[src/rtl/alu_operand_stage.sv]
`timescale 1ns/1ps
// ID/EX register in front of the 16-bit ALU: captures operands and stalls on RAW hazards.
// Define ALU_FWD_EN for EX/MEM/WB forwarding; without it any pending writer match stalls.
module alu_operand_stage #(
  parameter int unsigned DATA_W     = 16,
  parameter int unsigned REG_ADDR_W = 3,
  parameter int unsigned CTRL_W     = 3
) (
  input  logic                  clk,
  input  logic                  rst_n,
  input  logic                  id_valid,
  input  logic [REG_ADDR_W-1:0] id_rs_addr,
  input  logic [REG_ADDR_W-1:0] id_rt_addr,
  input  logic                  id_rt_used,
  input  logic [DATA_W-1:0]     id_rs_data,
  input  logic [DATA_W-1:0]     id_rt_data,
  input  logic [DATA_W-1:0]     id_imm,
  input  logic                  id_use_imm,
  input  logic [CTRL_W-1:0]     id_alu_ctrl,
  input  logic [REG_ADDR_W-1:0] id_rd_addr,
  input  logic                  id_reg_write,
  input  logic                  id_mem_read,
  input  logic [DATA_W-1:0]     alu_result,
  input  logic                  mem_reg_write,
  input  logic [REG_ADDR_W-1:0] mem_rd_addr,
  input  logic [DATA_W-1:0]     mem_result,
  input  logic                  wb_reg_write,
  input  logic [REG_ADDR_W-1:0] wb_rd_addr,
  input  logic [DATA_W-1:0]     wb_data,
  input  logic                  freeze,
  input  logic                  flush,
  output logic                  id_stall,
  output logic                  ex_valid,
  output logic [DATA_W-1:0]     ex_in1,
  output logic [DATA_W-1:0]     ex_in2,
  output logic [CTRL_W-1:0]     ex_alu_ctrl,
  output logic [DATA_W-1:0]     ex_store_data,
  output logic [REG_ADDR_W-1:0] ex_rd_addr,
  output logic                  ex_reg_write,
  output logic                  ex_mem_read
);

  logic                  valid_q, reg_write_q, mem_read_q;
  logic [DATA_W-1:0]     in1_q, in2_q, store_q;
  logic [CTRL_W-1:0]     ctrl_q;
  logic [REG_ADDR_W-1:0] rd_q;

  logic              ex_wr, mem_wr, wb_wr;
  logic              rs_ex, rt_ex;
  logic              hazard;
  logic [DATA_W-1:0] fwd_rs, fwd_rt;

  assign ex_wr  = valid_q & reg_write_q & (rd_q != '0);
  assign mem_wr = mem_reg_write & (mem_rd_addr != '0);
  assign wb_wr  = wb_reg_write & (wb_rd_addr != '0);
  assign rs_ex  = ex_wr & (rd_q == id_rs_addr);
  assign rt_ex  = ex_wr & id_rt_used & (rd_q == id_rt_addr);

`ifdef ALU_FWD_EN
  logic ex_fwd;

  // Loads in EX have no result yet, so they are excluded from forwarding and stall instead.
  assign ex_fwd = valid_q & reg_write_q & ~mem_read_q;
  assign hazard = mem_read_q & (rs_ex | rt_ex);

  always_comb begin
    fwd_rs = id_rs_data;
    if (id_rs_addr == '0)                              fwd_rs = '0;
    else if (ex_fwd && rd_q == id_rs_addr)             fwd_rs = alu_result;
    else if (mem_wr && mem_rd_addr == id_rs_addr)      fwd_rs = mem_result;
    else if (wb_wr && wb_rd_addr == id_rs_addr)        fwd_rs = wb_data;
  end

  always_comb begin
    fwd_rt = id_rt_data;
    if (id_rt_addr == '0)                              fwd_rt = '0;
    else if (ex_fwd && rd_q == id_rt_addr)             fwd_rt = alu_result;
    else if (mem_wr && mem_rd_addr == id_rt_addr)      fwd_rt = mem_result;
    else if (wb_wr && wb_rd_addr == id_rt_addr)        fwd_rt = wb_data;
  end
`else
  logic rs_mem, rt_mem, rs_wb, rt_wb;
  logic unused_fwd_data;

  assign rs_mem = mem_wr & (mem_rd_addr == id_rs_addr);
  assign rt_mem = mem_wr & id_rt_used & (mem_rd_addr == id_rt_addr);
  assign rs_wb  = wb_wr & (wb_rd_addr == id_rs_addr);
  assign rt_wb  = wb_wr & id_rt_used & (wb_rd_addr == id_rt_addr);
  assign hazard = rs_ex | rt_ex | rs_mem | rt_mem | rs_wb | rt_wb;

  assign fwd_rs = (id_rs_addr == '0) ? '0 : id_rs_data;
  assign fwd_rt = (id_rt_addr == '0) ? '0 : id_rt_data;

  assign unused_fwd_data = ^{alu_result, mem_result, wb_data};
`endif

  always_comb begin
    id_stall = 1'b0;
    if (rst_n && !flush) begin
      id_stall = freeze | (id_valid & hazard);
    end
  end

  always_ff @(posedge clk) begin
    if (!rst_n) begin
      valid_q     <= 1'b0;
      reg_write_q <= 1'b0;
      mem_read_q  <= 1'b0;
      in1_q       <= '0;
      in2_q       <= '0;
      store_q     <= '0;
      ctrl_q      <= '0;
      rd_q        <= '0;
    end else if (flush) begin
      valid_q     <= 1'b0;
      reg_write_q <= 1'b0;
      mem_read_q  <= 1'b0;
    end else if (!freeze) begin
      if (id_valid && hazard) begin
        valid_q     <= 1'b0;
        reg_write_q <= 1'b0;
        mem_read_q  <= 1'b0;
      end else begin
        valid_q     <= id_valid;
        reg_write_q <= id_valid & id_reg_write;
        mem_read_q  <= id_valid & id_mem_read;
        in1_q       <= fwd_rs;
        in2_q       <= id_use_imm ? id_imm : fwd_rt;
        store_q     <= fwd_rt;
        ctrl_q      <= id_alu_ctrl;
        rd_q        <= id_rd_addr;
      end
    end
  end

  assign ex_valid      = valid_q;
  assign ex_reg_write  = reg_write_q;
  assign ex_mem_read   = mem_read_q;
  assign ex_in1        = in1_q;
  assign ex_in2        = in2_q;
  assign ex_store_data = store_q;
  assign ex_alu_ctrl   = ctrl_q;
  assign ex_rd_addr    = rd_q;

endmodule

[config.mk]
export PLATFORM = sky130hd
export DESIGN_NAME = alu_operand_stage
export DESIGN_NICKNAME = d
export VERILOG_FILES = /design/src/rtl/alu_operand_stage.sv
export SDC_FILE = /design/constraint.sdc
export NUM_CORES = 1
export LEC_CHECK = 0
export CAP_MARGIN = 30
export CORE_ASPECT_RATIO = 0.9
export CORE_MARGIN = 2
export CORE_UTILIZATION = 39
export DETAILED_ROUTE_END_ITERATION = 6
export GPL_TIMING_DRIVEN = 0
export PLACE_DENSITY = 0.84
export SLEW_MARGIN = 20
export SYNTH_ARGS = -nofsm -noshare
export SYNTH_HDL_FRONTEND = slang
export SYNTH_SLANG_ARGS = --single-unit
[constraint.sdc]
create_clock -name clk -period 4.7 [get_ports clk]
set_input_delay 0.94 -clock clk [delete_from_list [all_inputs] [get_ports clk]]
set_output_delay 0.94 -clock clk [all_outputs]
set_load 0.005 [all_outputs]
==> metrics <==
status complete, no violations; initial antenna violation count 0; Post-synth EDFFs 0; Distinct cells, synth 27; Core Rows 29; maxcap violations 0; Critical path origin id_rt_addr[2]; CTS buffer count 9; final wirelength roughly 8.5 mm; Starting Density 0.400; Clock transition at path regs 0.06 ns; Antenna Cells 0; endpoints failing hold 0; largest net degree at the start of global routing 11; Yosys reg bits 57; vias per cell just under 5; clock root buffer clkbuf_8; TritonCTS clock tree done; buffer depth of the longest clock path 2; leakage approximately 1.9 nW; total I/O pin count around 180; Tmin final a little over 4 ns; Max Slew Vio Count 0; top post-synthesis cells by area dfxtp_1, mux2i_1, nand2_1; DP Wirelength between 6 and 7 mm; Routed WL per cell ~14 um; fin nets around 620; layout cells sized above 1 0.0424; worst-skew pair later-pin latency ~0.33 ns; setup TNS 0 ns; Metal-1 WL 3.68 mm; syn nets ~470; RSZ-0062 raised after global routing no; Sw Pwr 305 uW; Die W between 90 and 100 um; P&R area growth vs syn 58.7%; Reg power frac 0.425; Int Power 928 uW; PwrDens 276 mW/mm^2; highest routed layer met4; drt first-iter violations ~100; Syn Inst Count about 350; startpoint types primary input; Final period util 0.876; die area roughly 0.0079 mm^2; Clk pwr share 0.366; Post-CTS Hold Fix Bufs 0; Switching Fraction 0.247; register area share after synthesis 0.405; Port Buf Inserts between 100 and 150; Syn Area/Cell between 8 and 9 um^2; antenna viol nets, final 0; top-area cell type share of the netlist area 0.405; worst r2r dst ex_in2[12]; FILL cells 620; vias in the first global route slightly below 3000; Post-route DRC 0; Relative slew margins 0.576; final setup violation count 0; metal2 WL just over 4 mm; Crit. End Element output pin; worst reg2reg startpoint ex_rd_addr[0]; Hold Path Class reg -> reg; gr usage total 0.218; grt ovf 0; Worst Path Required between 3 and 4 ns; dominant synthesized flop cell dfxtp_1; number of H-tree levels 3; final core occ 0.635; Worst IR Drop VDD 0.195 mV; Post-synth ARST share 0; TritonRoute pass-1 iters 4; DR vias ~2900; r2r setup slk 2.69 ns; DIE HEIGHT roughly 85 um; max frequency 0.243 GHz; mapped cell area 0.00282 mm^2; GP Congestion 0.987; post-CTS setup buffer count 0; Critical Path AT 3.18 ns; Hold Path Depth 2; Synth area leader dfxtp_1; Worst Tran Pin Value 0.635 ns; clk sinks 57; post-CTS sizing 0; synth warn 0; Max Clock Skew around 0.01 ns; Reg2Reg Depth 7; combinational power share 0.209; critical path class in -> out; core area 0.00704 mm^2; routed wl met3 538 um; global-route wire length before repair 13.7 mm; worst setup path end id_stall; CP max FO 4
==> how the worst min path moves through the flow <==
stage	from	end	slack, ns
2_1_floorplan	ex_alu_ctrl[0]	ex_alu_ctrl[0]	0.45
3_3_place_gp	ex_alu_ctrl[2]	ex_alu_ctrl[2]	0.44
3_5_place_dp	ex_mem_read	ex_mem_read	0.45
4_1_cts	ex_mem_read	ex_mem_read	0.46
5_1_grt	ex_mem_read	ex_mem_read	0.48
6_report	ex_mem_read	ex_mem_read	0.45
==> power by group through the flow <==
stage          Combinational (mW)  Sequential (mW)  Clock, mW
3_3_place_gp                0.252            0.533          0
4_1_cts                     0.259            0.524      0.460
6_report                    0.258            0.524      0.451
3_5_place_dp                0.257            0.534          0
2_1_floorplan               0.105            0.535          0
5_1_grt                     0.280            0.527      0.484
==> stage by stage <==
step	hold slack (ns)	power [mW]	instance area [um^2]	worst slack, ns	instances
finish	0.453	1.23	4470	0.582	588
floorplan	0.451	0.640	2820	1.85	346
global placement	0.442	0.786	4280	0.651	573
CTS	0.457	1.24	4470	0.591	588
global route	0.478	1.29	4470	0.403	588
detailed placement	0.448	0.792	4280	0.589	573
==> synth_stat cells (2+ instances only) <==
library cell    n
inv_1           2
mux2i_1        54
dfxtp_1        57
or4_1           2
xnor2_1        18
o31ai_1         2
nand3_1        19
buf_2           2
nand2_1       131
nor2_1          3
a21oi_1         5
clkbuf_1       18
nand4_1         3
buf_6           2
o21ai_0        16
==> cell families (layout without fill, tap and decap cells) <==
kind of cell | after synthesis | in the layout | share of synthesized area
flip-flops | 57 | 57 | 0.405
buffers and inverters | 25 | 174 | 0.0409
multiplexers | 54 | 54 | 0.192
XOR/XNOR | 18 | 18 | 0.0559
AO/OA/AOI/OAI | 31 | 31 | 0.0755
AND/OR/NAND/NOR | 161 | 161 | 0.231
==> cells in the final DEF, fill, tap and decap left out <==
cell,instances
a21boi_0,1
o31a_1,1
o41a_1,1
mux2i_1,54
a21oi_1,5
or2_2,1
a2111o_1,1
or4_1,2
bufinv_16,1
xnor2_1,18
a211oi_1,1
buf_6,2
nor2_1,3
inv_1,2
nand3_1,19
nand2b_1,1
dfxtp_1,57
buf_2,2
clkbuf_1,19
buf_4,1
clkinv_2,2
clkbuf_8,11
o31ai_1,2
a2111oi_4,1
o21ai_0,16
nand2_1,131
clkdlybuf4s50_1,134
or3_1,1
o311a_1,1
a2111oi_0,1
nand4_1,3
==> registers in the layout (all words and copies together) (netlist names) <==
name and cells:
ex_alu_ctrl 3, ex_in1 16, ex_in2 16, ex_mem_read 1
ex_rd_addr 3, ex_reg_write 1, ex_store_data 16, ex_valid 1
==> worst max-delay path: stages <==
cell	delay, ns
clkdlybuf4s50_1	0.59
xnor2_1	0.16
nand4_1	0.14
a211oi_1	0.58
a2111oi_0	0.15
nor2_1	0.12
clkdlybuf4s50_1	0.50
==> cell type report <==
type                    instances  area [um^2]  area share
flip-flops and latches         57         1140       0.255
well taps                      93          116      0.0260
multi-input cells             264         1560       0.349
clock inverters                 3         40.0     0.00896
clock buffers                  12          155      0.0347
inverters                       2         7.51     0.00168
plain buffers                  23          108      0.0241
repair buffers                134         1340       0.300
==> per-layer routing <==
metal,vias to the layer above,GRT usage
met1,1342,0.266
met4,0,0.0685
met5,-,0
met2,105,0.373
met3,17,0.0592
li1,1449,-
No activity file was read; power rests on OpenSTA's default activity.
